### config.mk
export PLATFORM = sky130hd
export DESIGN_NAME = prbs_gen_multi
export DESIGN_NICKNAME = d
export VERILOG_FILES = /design/src/rtl/prbs_gen_multi.sv
export SDC_FILE = /design/constraint.sdc
export NUM_CORES = 1
export LEC_CHECK = 0
export ABC_AREA = 1
export CORE_ASPECT_RATIO = 1.4
export CORE_MARGIN = 5
export CORE_UTILIZATION = 29
export CTS_CLUSTER_SIZE = 20
export DETAILED_ROUTE_END_ITERATION = 16
export HOLD_SLACK_MARGIN = 0.05
export PLACE_DENSITY = 0.47
export SYNTH_ARGS = -nofsm -noshare
export SYNTH_HDL_FRONTEND = slang
export SYNTH_SLANG_ARGS = --single-unit
### constraint.sdc
create_clock -name clock -period 3.6 [get_ports clock]
set_input_delay 0.72 -clock clock [delete_from_list [all_inputs] [get_ports clock]]
set_output_delay 0.72 -clock clock [all_outputs]
set_load 0.02 [all_outputs]
### src/rtl/prbs_gen_multi.sv
// prbs_gen_multi: multi-polynomial PRBS generator (PRBS-7/15/23/31), W bits per
// clock, valid/ready output, seed load and accepted-word counter.
// Optional feature macro: PRBS_ERR_INJECT_EN adds the inj_err port, which inverts
// the MSB of one registered word without disturbing the LFSR.
module prbs_gen_multi #(
  parameter int W     = 8,
  parameter int CNT_W = 32
) (
  input  logic             clock,
  input  logic             reset_n,
  input  logic             enable,
  input  logic [1:0]       mode,
  input  logic             load,
  input  logic [30:0]      seed,
  output logic [W-1:0]     out_data,
  output logic             out_valid,
  input  logic             out_ready,
  output logic [CNT_W-1:0] word_count,
  output logic             busy
`ifdef PRBS_ERR_INJECT_EN
  ,
  input  logic             inj_err
`endif
);

  typedef enum logic {IDLE, RUN} state_e;

  // Significant-bit mask of the LFSR for a given polynomial selection.
  function automatic logic [30:0] len_mask(input logic [1:0] m);
    unique case (m)
      2'd0:    return 31'h0000_007F;
      2'd1:    return 31'h0000_7FFF;
      2'd2:    return 31'h007F_FFFF;
      default: return 31'h7FFF_FFFF;
    endcase
  endfunction

  state_e         state_q, state_d;
  logic [30:0]    s_q;
  logic [1:0]     mode_q;
  logic [W-1:0]   data_q;
  logic           valid_q;
  logic [CNT_W-1:0] cnt_q;

  logic [30:0]    s_d;
  logic [W-1:0]   word_d;
  logic [W-1:0]   word_out;
  logic [30:0]    seed_masked;
  logic [30:0]    seed_guarded;
  logic           take_word;

  // A fresh word is produced only in RUN, while enabled, when the output slot is free.
  assign take_word = (state_q == RUN) && enable && (!valid_q || out_ready);

  // Seed truncated to the selected length; an all-zero seed would lock the LFSR.
  assign seed_masked  = seed & len_mask(mode);
  assign seed_guarded = (seed_masked == '0) ? len_mask(mode) : seed_masked;

  // Chain W single-bit LFSR steps; the first feedback bit lands in the MSB.
  always_comb begin
    logic        fb;
    logic [30:0] mask;
    // NOTE: every variable assigned in always_comb gets a default first so no latch is inferred.
    s_d    = s_q;
    word_d = '0;
    fb     = 1'b0;
    mask   = len_mask(mode_q);
    for (int k = W - 1; k >= 0; k--) begin
      unique case (mode_q)
        2'd0:    fb = s_d[6]  ^ s_d[5];
        2'd1:    fb = s_d[14] ^ s_d[13];
        2'd2:    fb = s_d[22] ^ s_d[17];
        default: fb = s_d[30] ^ s_d[27];
      endcase
      s_d       = {s_d[29:0], fb} & mask;
      word_d[k] = fb;
    end
  end

`ifdef PRBS_ERR_INJECT_EN
  logic inj_pend_q;
  logic inj_now;

  assign inj_now = inj_err | inj_pend_q;

  // Flip only the MSB of the registered word; the LFSR itself is untouched.
  always_comb begin
    word_out        = word_d;
    word_out[W-1]   = word_d[W-1] ^ inj_now;
  end

  // Hold at most one injection request until a word is actually registered.
  always_ff @(posedge clock or negedge reset_n) begin
    if (!reset_n)       inj_pend_q <= 1'b0;
    else if (load)      inj_pend_q <= 1'b0;
    else if (take_word) inj_pend_q <= 1'b0;
    else if (inj_err)   inj_pend_q <= 1'b1;
  end
`else
  assign word_out = word_d;
`endif

  // FSM state register.
  always_ff @(posedge clock or negedge reset_n) begin
    // NOTE: sequential state uses non-blocking assignments so all registers update together.
    if (!reset_n) state_q <= IDLE;
    else          state_q <= state_d;
  end

  // Next-state logic: load forces IDLE; enable moves between IDLE and RUN.
  always_comb begin
    state_d = state_q;
    if (load) begin
      state_d = IDLE;
    end else begin
      unique case (state_q)
        IDLE:    if (enable)  state_d = RUN;
        RUN:     if (!enable) state_d = IDLE;
        default: state_d = IDLE;
      endcase
    end
  end

  // Datapath: LFSR, latched mode, output word register and handshake.
  always_ff @(posedge clock or negedge reset_n) begin
    if (!reset_n) begin
      s_q     <= 31'h7FFF_FFFF;
      mode_q  <= 2'd0;
      data_q  <= '0;
      valid_q <= 1'b0;
    end else if (load) begin
      s_q     <= seed_guarded;
      mode_q  <= mode;
      valid_q <= 1'b0;
    end else if ((state_q == RUN) && !enable) begin
      valid_q <= 1'b0;
    end else if (take_word) begin
      s_q     <= s_d;
      data_q  <= word_out;
      valid_q <= 1'b1;
    end
  end

  // Accepted-word counter, cleared by load and wrapping naturally.
  always_ff @(posedge clock or negedge reset_n) begin
    if (!reset_n)                  cnt_q <= '0;
    else if (load)                 cnt_q <= '0;
    else if (valid_q && out_ready) cnt_q <= cnt_q + CNT_W'(1);
  end

  assign out_data   = data_q;
  assign out_valid  = valid_q;
  assign word_count = cnt_q;
  assign busy       = (state_q == RUN);

endmodule

=== Yosys cells after proc, flatten, opt, wreduce, memory -nomap -nowiden ===
Index checks and enable logic that the tools add are counted.

* Register bits: 75
* Output and inout port bits: 42
* Word-level logic and storage cells: 91

* Add/subtract/negate cells: 1
* Equal/unequal tests: 5
* Multiplexer cells: 21
* Bitwise logic cells: 43
* Reduce and logical (&&, ||, !) cells: 15

{| class="wikitable"
|+ Operators by type and width
! operator !! count
|-
| 31-bit AND || 9
|-
| 31-bit case mux with 3 select lines || 2
|-
| 31-bit two-way mux || 4
|-
| 32-bit two-way mux || 2
|-
| 32-bit by 1-bit adder with 32-bit output, second input constant || 1
|-
| 1-bit XOR || 32
|-
| 31-bit zero test || 1
|-
| 1-bit case mux with 3 select lines || 8
|-
| 1-bit two-way mux || 5
|-
| 2-bit by 1-bit == test with 1-bit output, second input constant || 2
|-
| 2-bit == test, second input constant || 2
|-
| 1-bit logical AND || 4
|-
| 2-bit zero test || 2
|-
| 2-bit nonzero test || 2
|-
| 3-bit AND reduction || 1
|-
| 3-bit nonzero test || 1
|-
| 1-bit zero test || 2
|-
| 2-bit inequality test, second input constant || 1
|-
| 1-bit inverter || 2
|-
| 2-bit AND reduction || 1
|-
| 1-bit logical OR || 1
|}

=== Longest topological paths before layout ===
* Depth after elaboration: 27
* Gate-level depth with buffers: 12
* Depth with buffers taken out: 11

=== Worst setup path before layout ===
OpenSTA, ideal clock, no wires.

* Kind: input port to flip-flop
* Start point: input out_ready
* End point: register cnt_q[16], in the netlist word_count[16]
* Setup time: 123 ps
* Arrival: 1698 ps
* Slack: 1778 ps
* Stages on the path: 9
* Buffers on the path: 0
* Cells stage by stage: nand2_1 > inv_1 > nand2_1 > nor2_1 > inv_1 > nor2_1 > nand3_1 > o21ai_0 > a21oi_1

* Cells in the longest elaborated chain, start to end: 2

{| class="wikitable"
|+ Ends and longest elaborated chain
! item !! RTL line !! text
|-
| start: declaration || 17 || <nowiki>input logic out_ready,</nowiki>
|-
| 1-bit logical AND || 148 || <nowiki>else if (valid_q && out_ready) cnt_q <= cnt_q + CNT_W'(1);</nowiki>
|-
| 2-bit nonzero test (no source line) || - ||
|-
| end signal: assignment || 148 ||
|-
| end: declaration || 43 || <nowiki>logic [CNT_W-1:0] cnt_q;</nowiki>
|}

Every way passes these cells.
A chain may end at the register's enable or synchronous reset.

=== Final worst setup path ===
* Start point: input mode[1]
* End point: register s_q[23]

* Cells in the longest elaborated chain, start to end: 6
* Elaborated cells between the ends (all ways): 8
* Those cells by class: eq/ne (2); mux (3); bitwise (1); reduce/logical (2)

{| class="wikitable"
|+ Ends and longest elaborated chain
! item !! RTL line !! text
|-
| start: declaration || 12 || <nowiki>input logic [1:0] mode,</nowiki>
|-
| 2-bit == test (tied with other cells) || 30 || <nowiki>unique case (m)</nowiki>
|-
| 31-bit case mux with 3 select lines * || 30 ||
|-
| 31-bit AND || 56 || <nowiki>assign seed_masked = seed & len_mask(mode);</nowiki>
|-
| 31-bit zero test || 57 || <nowiki>assign seed_guarded = (seed_masked == '0) ? len_mask(mode) : seed_masked;</nowiki>
|-
| 31-bit two-way mux * || 57 ||
|-
| 31-bit two-way mux * || 131 || <nowiki>end else if (load) begin</nowiki>
|-
| end signal: assignment || 132 || <nowiki>s_q <= seed_guarded;</nowiki>
|-
| end: declaration || 39 || <nowiki>logic [30:0] s_q;</nowiki>
|}

Every way passes the cells marked *; elsewhere a longest branch is shown, timed or not.

==> flow_summary.ini <==
[status]
status = complete, no violations

[setup_path]
r2r_cells = 8
cpMaxStageDelayCell = clkdlybuf4s50_1
reg2reg_from = out_valid$_DFFE_PN0P_
cp-start-kind = input port
crit_path_max_fanout = 24
rrSetupSlack_ns = 1.42
endpoint_kind = flip-flop
cp.depth = 10
critPathTopFamily = simple AND/OR/NAND/NOR gates
crit_type = in2reg
cp_data_required_time_ns = 3.90
crit_path_max_incr_delay_ns = 0.55
worstPathCellList = clkdlybuf4s50_1 -> inv_1 -> nand2_2 -> nand2_1 -> nand4_1 -> nor2_1 -> nand3_2 -> nor2_1 -> o21bai_1 -> nand2_1
timing.critical_path.buf_inv = 2
arrival_ns = 3.04
r2r_end = s_q[10]$_DFFE_PN1P_
startpoint = mode[1]

[die]
die_x_um = 119
start_util_pct = 29.6
core_um2 = 16200
ioPinCount = 80
die_area_um2 = 19300
rows = 55
fp.dieH_um = 162

[route]
num_vias = 4866
remaining_drc_errors = 0
first_iter_violations = 256
finalWirelength_um = 16700
ant_nets = 0
via_per_inst = 4.92
drt-wirelength-per-cell_um = 16.9
drtPass1Iterations = 5

[clock_tree]
postCtsHoldBufs = 0
cts_max_path_buffers = 2
worst_skew_pair.late_latency_ns = 0.36
post_cts.repair.setup_buffers = 0
clkTransAtPathRegs_ns = 0.06
cts_sinks = 75
cts_resized = 0
root_buffer = clkbuf_16
cts_buffers = 9
htree_levels = 3
tritoncts = done

[synthesis]
syn-num-nets = 747
ys_top_cells_by_area = dfrtp_1, dfstp_2, nand2_1
synth_ff_type = dfrtp_1
synth.avg_cell_area_um2 = 6.80
synthArstFlopShare_pct = 100
ys_types = 38
syn_inst = 708
synth_area_um2 = 4810
synth_top_area_share_pct = 22.9
ys_ff_latch = 75
yosys_warnings = 0
synthTopCellsByCount = nand2_1, inv_1, nor2_1
synth.most_common_cell = nand2_1
synth-edff-count = 0
yosysSeqAreaShare_pct = 39.8
yosys.area.top_type = dfrtp_1

[hold_path]
whs_path_depth = 2
worstHoldEndpoint = out_data[0]$_DFFE_PN0P_
hold_start = out_data[0]$_DFFE_PN0P_
worstHoldPathType = reg2reg

[global_route]
grt_max_degree = 76
grt_overflow_total = 0
grt_pass1_vias = 5030
grt_pass1_wl_um = 27100
antenna_found_initial = 0
grt_use_total_pct = 18.1

[run]
cap_violations = 0

[sta]
fin_crit_sh_pct = 76.1
period_needed_ns = 2.74
slew_violations = 0
tightest_slew_ns = 1.01
hold_ws_ns = 0.475
clock_skew_ns = 0.00681
slew_headroom_pct = 32.5
rsz0062_at_grt = no
timing.setup.tns_ns = 0
hold_viol = 0
setup_viol = 0
fmax_mhz = 365

[placed_design]
io_buffers = 79
place_hpwl_um = 13100
placed_area_um2 = 5800
place.gp.congestion = 0.898

[final_layout]
stdcell_area_um2 = 6140
drive_gt1_share_pct = 9.61
layout.nets = 825
diodes = 0
area_delta_synth_final_pct = 27.6

[pwr]
power_density_nw_per_um2 = 412
vdd_ir_drop_max_mv = 0.161
p_leak_nw = 2.74
==> worst register-to-register path, stage by stage, from the launching register on <==
cell and delay (ns):
dfrtp_1 0.36, inv_1 0.06, nor2_1 0.08, nor2_1 0.09
nor2_2 0.77, inv_2 0.36, o22ai_1 0.28, inv_1 0.06
nand2_1 0.06
==> cell type report <==
cell class              count  area (um2)
well taps                 199         249
flip-flops and latches     75        1920
inverters                 108         410
fillers                  1755       10100
clock inverters             6         114
repair buffers             82         811
clock buffers              10         229
multi-input cells         510        2410
==> logic make-up after synthesis <==
family                   after synthesis  synth area share [%]
AO/OA/AOI/OAI                        140                  16.6
XOR/XNOR                               9                  1.64
adder cells (fa/ha/maj)                1                 0.260
AND/OR/NAND/NOR                      360                  31.6
flip-flops                            75                  39.8
buffers and inverters                123                  10.1
==> how the worst max path moves through the flow <==
stage / endpoint / slack, ns
2_1_floorplan: word_count[16]$_DFFE_PN0P_ / 1.78
3_3_place_gp: s_q[23]$_DFFE_PN1P_ / 0.54
3_5_place_dp: s_q[23]$_DFFE_PN1P_ / 0.50
4_1_cts: s_q[23]$_DFFE_PN1P_ / 0.87
5_1_grt: s_q[23]$_DFFE_PN1P_ / 0.64
6_report: s_q[23]$_DFFE_PN1P_ / 0.86
==> power breakdown <==
part | switching (mW) | total (mW) | internal, mW
clock | 0.386 | 1.06 | 0.678
sequential | 0.0700 | 1.01 | 0.940
combinational | 0.274 | 0.457 | 0.184
total | 0.729 | 2.53 | 1.80
==> cells in the final DEF (no fill, tap or decap), types with 5 or more instances in the layout <==
cell type and count:
nor3_1 19, nand2_1 193, dfstp_2 31, dfrtp_1 44, inv_1 106, nand4_1 13, a21oi_2 9, o22ai_1 6
a21oi_1 45, xor2_1 5, nand3_1 44, clkbuf_16 9, o21ai_0 59, o21bai_1 6, nor2_1 77, clkdlybuf4s50_1 78
==> metal layers <==
metal | part of all wire (%) | up-vias | global-route usage, % | wire length, um
met5 | 0 | - | 0 | 0
met4 | 4.4 | 0 | 8.80 | 731
met3 | 4.7 | 41 | 4.52 | 791
met2 | 52 | 133 | 32.9 | 8780
met1 | 38 | 2259 | 19.5 | 6420
li1 | - | 2433 | - | -
==> flip-flops by register name, indices dropped and copies added, names as in the netlist <==
| signal | cells |
|---|---|
| busy | 1 |
| mode_q | 2 |
| out_data | 8 |
| out_valid | 1 |
| s_q | 31 |
| word_count | 32 |
==> per-stage QoR <==
stage               utilization (%)  setup WS [ns]  std cells  total power, mW
global placement               35.7          0.538        974             1.48
finish                         37.8          0.861        990             2.53
floorplan                         -           1.78        708             1.27
detailed placement             35.7          0.496        974             1.49
CTS                            37.8          0.871        990             2.57
global route                   37.8          0.641        990             2.66
(Power assumes the default switching activity.)
